## src/rtl/oled_spi_tx_if.sv

```systemverilog
// oled_spi_tx_if: byte handshake between a host and the OLED SPI transmitter.
interface oled_spi_tx_if;
    logic [7:0] tx_data;
    logic       tx_dc;
    logic       tx_valid;
    logic       tx_ready;
    logic       busy;
    modport master (output tx_data, tx_dc, tx_valid, input tx_ready, busy);
    modport slave  (input tx_data, tx_dc, tx_valid, output tx_ready, busy);
endinterface

```

## src/rtl/oled_spi_tx.sv

```systemverilog
// oled_spi_tx: SPI mode-0 byte transmitter for an OLED display with D/C select
// and chip-select held low across back-to-back bytes.
module oled_spi_tx #(
    parameter int CLK_DIV = 4
) (
    input  logic              clk,
    input  logic              rst_n,
    oled_spi_tx_if.slave      bus,
    output logic              OLED_SS,
    output logic              OLED_DC,
    output logic              SCK,
    output logic              MOSI
);
    typedef enum logic [1:0] {IDLE, SETUP, SHIFT_HI, DONE} state_t;
    localparam logic [7:0] HALF = 8'(CLK_DIV - 1);
    state_t     r_state;
    logic [7:0] r_cnt;
    logic [7:0] r_shift;
    logic [3:0] r_bit;
    logic       r_ready;
    logic       r_ss;
    logic       r_dc;
    logic       r_sck;
    logic       r_mosi;
    logic       w_hs;
    assign w_hs        = bus.tx_valid & r_ready;
    assign bus.tx_ready = r_ready;
    assign bus.busy     = ~r_ss;
    assign OLED_SS      = r_ss;
    assign OLED_DC      = r_dc;
    assign SCK          = r_sck;
    assign MOSI         = r_mosi;
    always_ff @(posedge clk) begin
        if (!rst_n) begin
            r_state <= IDLE;
            r_cnt   <= '0;
            r_shift <= '0;
            r_bit   <= '0;
            r_ready <= 1'b0;
            r_ss    <= 1'b1;
            r_dc    <= 1'b0;
            r_sck   <= 1'b0;
            r_mosi  <= 1'b0;
        end else begin
            case (r_state)
                IDLE, DONE: begin
                    r_cnt <= HALF;
                    if (w_hs) begin
                        r_state <= SETUP;
                        r_shift <= bus.tx_data;
                        r_mosi  <= bus.tx_data[7];
                        r_dc    <= bus.tx_dc;
                        r_bit   <= '0;
                        r_ready <= 1'b0;
                        r_ss    <= 1'b0;
                    end else begin
                        r_state <= IDLE;
                        r_ready <= 1'b1;
                        r_ss    <= 1'b1;
                    end
                end
                SETUP: begin
                    if (r_cnt == 8'd0) begin
                        r_state <= SHIFT_HI;
                        r_sck   <= 1'b1;
                        r_cnt   <= HALF;
                    end else begin
                        r_cnt <= r_cnt - 8'd1;
                    end
                end
                SHIFT_HI: begin
                    // MOSI only moves together with the falling SCK edge
                    if (r_cnt == 8'd0) begin
                        r_sck <= 1'b0;
                        r_bit <= r_bit + 4'd1;
                        r_cnt <= HALF;
                        if (r_bit == 4'd7) begin
                            r_state <= DONE;
                            r_ready <= 1'b1;
                        end else begin
                            r_state <= SETUP;
                            r_shift <= {r_shift[6:0], 1'b0};
                            r_mosi  <= r_shift[6];
                        end
                    end else begin
                        r_cnt <= r_cnt - 8'd1;
                    end
                end
                default: r_state <= IDLE;
            endcase
        end
    end
endmodule
```

## src/flat_wrapper.sv

```systemverilog
// flat-port wrapper written by rule: the top's interface ports become plain ports
module oled_spi_tx_flat 
#(
    parameter int CLK_DIV = 4
)
  (clk, rst_n, OLED_SS, OLED_DC, SCK, MOSI, bus_tx_data, bus_tx_dc, bus_tx_valid, bus_tx_ready, bus_busy);
  oled_spi_tx_if bus_i ();
  input  logic clk;
  input  logic rst_n;
  output logic OLED_SS;
  output logic OLED_DC;
  output logic SCK;
  output logic MOSI;
  input wire logic [$bits(bus_i.tx_data)-1:0] bus_tx_data;
  input wire logic [$bits(bus_i.tx_dc)-1:0] bus_tx_dc;
  input wire logic [$bits(bus_i.tx_valid)-1:0] bus_tx_valid;
  output wire logic [$bits(bus_i.tx_ready)-1:0] bus_tx_ready;
  output wire logic [$bits(bus_i.busy)-1:0] bus_busy;
  assign bus_i.tx_data = bus_tx_data;
  assign bus_i.tx_dc = bus_tx_dc;
  assign bus_i.tx_valid = bus_tx_valid;
  assign bus_tx_ready = bus_i.tx_ready;
  assign bus_busy = bus_i.busy;
  oled_spi_tx #(.CLK_DIV(CLK_DIV)) u_core (.clk(clk), .rst_n(rst_n), .bus(bus_i), .OLED_SS(OLED_SS), .OLED_DC(OLED_DC), .SCK(SCK), .MOSI(MOSI));
endmodule
```

## config.mk

```make
export PLATFORM = sky130hd
export DESIGN_NAME = oled_spi_tx_flat
export DESIGN_NICKNAME = d
export VERILOG_FILES = /design/src/rtl/oled_spi_tx_if.sv /design/src/rtl/oled_spi_tx.sv /design/src/flat_wrapper.sv
export SDC_FILE = /design/constraint.sdc
export NUM_CORES = 1
export LEC_CHECK = 0
export ABC_AREA = 1
export CAP_MARGIN = 30
export CORE_MARGIN = 10
export CORE_UTILIZATION = 44
export CTS_CLUSTER_DIAMETER = 150
export CTS_CLUSTER_SIZE = 25
export DETAILED_ROUTE_END_ITERATION = 10
export GPL_TIMING_DRIVEN = 0
export PLACE_DENSITY = 0.69
export SKIP_CTS_REPAIR_TIMING = 1
export SKIP_LAST_GASP = 1
export SLEW_MARGIN = 0
export SYNTH_ARGS = -nofsm -noshare
export SYNTH_HDL_FRONTEND = slang
export SYNTH_SLANG_ARGS = --single-unit
```

## constraint.sdc

```tcl
create_clock -name clk -period 1.4 [get_ports clk]
set_input_delay 0.28 -clock clk [delete_from_list [all_inputs] [get_ports clk]]
set_output_delay 0.28 -clock clk [all_outputs]
set_load 0.05 [all_outputs]
```

# Word level (Yosys, flattened, before mapping)
# Index checks and enable logic that the tools add are counted.
# Widths: inputs -> output; s select.
[word_totals] ff_bits=26 output_inout_bits=6 wordCells=59
[classes] add_sub_neg=2 n_eq_ne=9 muxes=25 n_bitwise=2 n_reduce_logical=12
[ops] operator="$mux 7" n=3
[ops] operator="$pmux 8 s2" n=1
[ops] operator="$pmux 7 s2" n=1
[ops] operator="$mux 1" n=9
[ops] operator="$reduce_and 3->1" n=3
[ops] operator="$logic_not 8->1" n=1
[ops] operator="$mux 4" n=2
[ops] operator="$mux 8" n=1
[ops] operator="$ne 2x1->1 const B" n=4
[ops] operator="$pmux 4 s2" n=1
[ops] operator="$sub 8x1->8 const B" n=1
[ops] operator="$mux 2" n=3
[ops] operator="$pmux 1 s2" n=3
[ops] operator="$pmux 2 s3" n=1
[ops] operator="$add 4x1->4 const B" n=1
[ops] operator="$eq 2x2->1 const B" n=2
[ops] operator="$eq 4x3->1 const B" n=1
[ops] operator="$reduce_and 2->1" n=2
[ops] operator="$reduce_and 4->1" n=1
[ops] operator="$reduce_bool 2->1" n=2
[ops] operator="$reduce_or 2->1" n=2
[ops] operator="$eq 2x1->1 const B" n=1
[ops] operator="$logic_not 2->1" n=1
[ops] operator="$ne 2x2->1 const B" n=1
[ops] operator="2 further kinds" n=2

# Longest topological paths before layout
[logic_depth] ltp_word=4 mapped_depth=11

# Worst setup path before layout
# OpenSTA, ideal clock, no wires.
[synth_path] path_kind="register to register" startpoint="register u_core.r_state[0]" endpoint="register u_core.r_mosi, in the netlist u_core.MOSI" setup_ns=0.065 arrival_time_ns=1.384 slack_ns=-0.049 stages_incl_launch_ff=12 n_path_buf=0 synth_period_minus_slack_ns=1.449 cell_sequence="dfxtp_1 inv_1 ha_1 inv_1 nand2_1 nand2_1 nand2_2 inv_4 nand2_4 inv_4 nor2_1 nor2_1"
[synth_via] elab_chain_len=4 elab_cells_between_ends=10 cone_classes="5 x eq/ne; 1 x mux; 4 x reduce/logical"
[synth_lines] item="from (decl)" line="oled_spi_tx.sv:16" text="state_t r_state;"
[synth_lines] item="from (signal assigned)" line="oled_spi_tx.sv:35" text="r_state <= IDLE;"
[synth_lines] item="from (signal assigned)" line="oled_spi_tx.sv:49" text="r_state <= SETUP;"
[synth_lines] item="from (signal assigned)" line="oled_spi_tx.sv:57" text="r_state <= IDLE;"
[synth_lines] item="$eq 2x2->1 or $logic_not 2->1 (tied branches)" line="oled_spi_tx.sv:45" text="case (r_state)"
[synth_lines] item="$reduce_or 2->1" line="oled_spi_tx.sv:45"
[synth_lines] item="$ne 2x1->1 (no line) or $reduce_bool 2->1 (tied branches)"
[synth_lines] item="$reduce_and 4->1 (no line)"
[synth_lines] item="to (signal assigned)" line="oled_spi_tx.sv:51" text="r_mosi <= bus.tx_data[7];"
[synth_lines] item="to (signal assigned)" line="oled_spi_tx.sv:83" text="r_mosi <= r_shift[6];"
[synth_lines] item="to (decl)" line="oled_spi_tx.sv:24" text="logic r_mosi;"
# Parallel ways exist; a longest one is shown, timed or not.
# A chain may end at the register's enable or synchronous reset.

# Final worst setup path
[layout_path] startpoint="register u_core.r_state[0]" endpoint="register u_core.r_shift[4]"
[layout_via] elab_chain_len=4 elab_cells_between_ends=10 cone_classes="5 x eq/ne; 1 x mux; 4 x reduce/logical"
[layout_lines] item="$eq 2x2->1 or $logic_not 2->1 (tied branches)" line="oled_spi_tx.sv:45"
[layout_lines] item="$reduce_or 2->1" line="oled_spi_tx.sv:45"
[layout_lines] item="$ne 2x1->1 (no line) or $reduce_bool 2->1 (tied branches)"
[layout_lines] item="$reduce_and 4->1 (no line)"
[layout_lines] item="to (signal assigned)" line="oled_spi_tx.sv:50" text="r_shift <= bus.tx_data;"
[layout_lines] item="to (signal assigned)" line="oled_spi_tx.sv:82" text="r_shift <= {r_shift[6:0], 1'b0};"
[layout_lines] item="to (decl)" line="oled_spi_tx.sv:18" text="logic [7:0] r_shift;"
# Parallel ways exist; a longest one is shown, timed or not.

==> impl_metrics.tcl <==
set metrics [dict create \
    status "finished, violations left" \
    violations "setup timing" \
    drc 0 \
    critPathLaunchType "register" \
    area_growth_syn_to_layout_pct 35.1 \
    clk_pin_slew_worst_paths_ns 0.14 \
    ir_drop_mv 1.17 \
    hold_viol_final 0 \
    synth.distinct_cells 27 \
    seq_area_frac_synth_pct 39.2 \
    die-area_um2 5610 \
    dpl.cell_count 225 \
    grt_start_max_net_pins 16 \
    final_area_um2 1790 \
    grt_pass1_wl_um 4960 \
    grt_pass1_vias 1216 \
    grt_use_total_pct 11.0 \
    clk_latency_ns 0.32 \
    fin_crit_sh_pct 102 \
    drt_wl_total_um 3210 \
    dieHeight_um 74.9 \
    final_max_slew_viol_count 0 \
    drt-vias-per-instance 5.15 \
    hold_path_depth 2 \
    finalCoreUtilization_pct 63.4 \
    cap_violations 0 \
    finalSetupViolCount 9 \
    netlist.area_leader.share_pct 39.2 \
    grt_antenna_before_repair 0 \
    gp_congestion 0.811 \
    mostFrequentLayoutCell "nand2_1" \
    syn_area_um2 1330 \
    cts_sinks 26 \
    hp-class "register to register" \
    p_per_area_nw_per_um2 2030 \
    cts_tree "done" \
    yosysWarnings 0 \
    gr-total-overflow 0 \
    fin_crit_ns 1.43 \
    cpMaxStageDelayCell "dfxtp_2" \
    route.vias.total 1261 \
    final_cells 245 \
    wl_per_cell_um 13.1 \
    layout_common_cells "26 x nand2_1, 20 x dfxtp_1, 19 x nor2_1" \
    cts_buffers 3 \
    portBuffers 17 \
    endpoint_kind "register" \
    synth_area_per_cell_um2 7.50 \
    crit_type "register to register" \
    synth_top_area_cell "dfxtp_1" \
    start_util_pct 46.9 \
    row_count 19 \
    die_w_um 74.9 \
    cp.required_ns 1.64 \
    first_iter_violations 31 \
    insertedDiodeCount 0 \
    cts-htree-levels 1 \
    max_freq_mhz 698 \
    synthCells 177 \
    drtPass1Iterations 4 \
    synthTopCellsByArea "dfxtp_1 39%, nand2_1 8.2%, nor2_1 7.6%, mux2i_1 5.3%, nand3_1 5.3%" \
    p_leak_nw 0.778 \
    path_cells "inv_2 > ha_4 > inv_4 > nand2_2 > nand2_2 > nand2_4 > clkinv_4 > nand2_4 > inv_8 > nor2_1 > nor2_1" \
    ios 18 \
    clockBufferDepth 2 \
    finClkSkew_ns 0.00450 \
    drive_gt1_share_pct 32.7 \
    core_area_um2 2830 \
    tightest_slew_ns 0.517 \
    cp_max_fo 7 \
    slew-limit-headroom_pct 65.5 \
    synth_nets 193 \
    arrival_ns 1.67 \
    cts_root_buf "clkbuf_4" \
    fin_ws_ns -0.0334 \
    ant_nets 0 \
    worstRegToRegCells 11 \
    slowest_delay_ns 0.36 \
    rsz0062_at_grt "true" \
    ys_ff_latch 26 \
    fin_nets 231 \
    place_area_um2 1550 \
    dp_hpwl_um 2140 \
]
## flip-flops by register name, summed over array words and instances (netlist names)
name                 flops
u_core.bus.tx_ready      1
u_core.SCK               1
u_core.r_state           2
u_core.r_bit             4
u_core.OLED_DC           1
u_core.r_shift           7
u_core.MOSI              1
u_core.OLED_SS           1
u_core.r_cnt             8
## per-layer routing
layer | wire length, um | track usage, %
met1 | 1420 | 12.3
met3 | 84 | 2.10
met2 | 1660 | 19.9
met5 | 0 | 0
met4 | 41 | 4.41
## logic make-up after synthesis
family,synth area share [%]
fa+ha+maj,3.77
mux,5.28
simple gates,31.3
buf+inv,8.29
compound gates,10.2
xor+xnor,1.98
flops,39.2
## through the flow
| step | power (mW) | worst slack (ns) | hold WS, ns | TNS, ns |
|---|---|---|---|---|
| after floorplan | 2.31 | 0.0507 | 0.416 | 0 |
| after CTS | 3.23 | -0.430 | 0.457 | -3.57 |
| after detailed placement | 2.70 | -0.340 | 0.439 | -3.80 |
| after global placement | 2.65 | -0.309 | 0.432 | -3.51 |
| final | 3.64 | -0.0334 | 0.453 | -0.189 |
| after global routing | 3.92 | -0.110 | 0.502 | -0.857 |
## critical path: cells and delay by family (launching register included)
family / cells / cell delay, ns
DFF: 1 / 0.36
adders and majority gates: 1 / 0.31
and+or+nand+nor: 6 / 0.43
buffers and inverters: 4 / 0.25
## final timing paths
check / end / slack, ns / start
min: u_core.OLED_DC / 0.45 / u_core.OLED_DC
max: u_core.r_shift[4] / -0.03 / u_core.r_state[0]
max reg2reg: u_core.r_shift[4] / -0.03 / u_core.r_state[0]
min reg2reg: u_core.OLED_DC / 0.45 / u_core.OLED_DC
## report_power, final
group,internal (mW),switching (mW)
combinational,0.821,1.21
sequential,0.944,0.154
clock,0.290,0.221
## layout make-up
| type | instances | area (um^2) |
|---|---|---|
| fill | 247 | 1040 |
| multi-input combinational | 128 | 793 |
| sequential | 26 | 531 |
| timing repair buffer | 32 | 260 |
| inverter | 20 | 90.1 |
| tap | 31 | 38.8 |
| clock inverter | 1 | 30.0 |
| clock buffer | 3 | 22.5 |
| buffer | 3 | 22.5 |
| timing repair inverter | 1 | 5.00 |
## synthesized netlist by cell type, drive strengths merged
cell and instances:
a21oi 15, a31oi 1, buf 3, clkbuf 1
clkinv 1, dfxtp 26, ha 4, inv 19
mux2i 7, nand2 34, nand3 15, nand4 5
nor2 30, nor3 3, o21ai 7, or2 3
xnor2 1, xor2 2
Power figures use the tool's default switching activity.
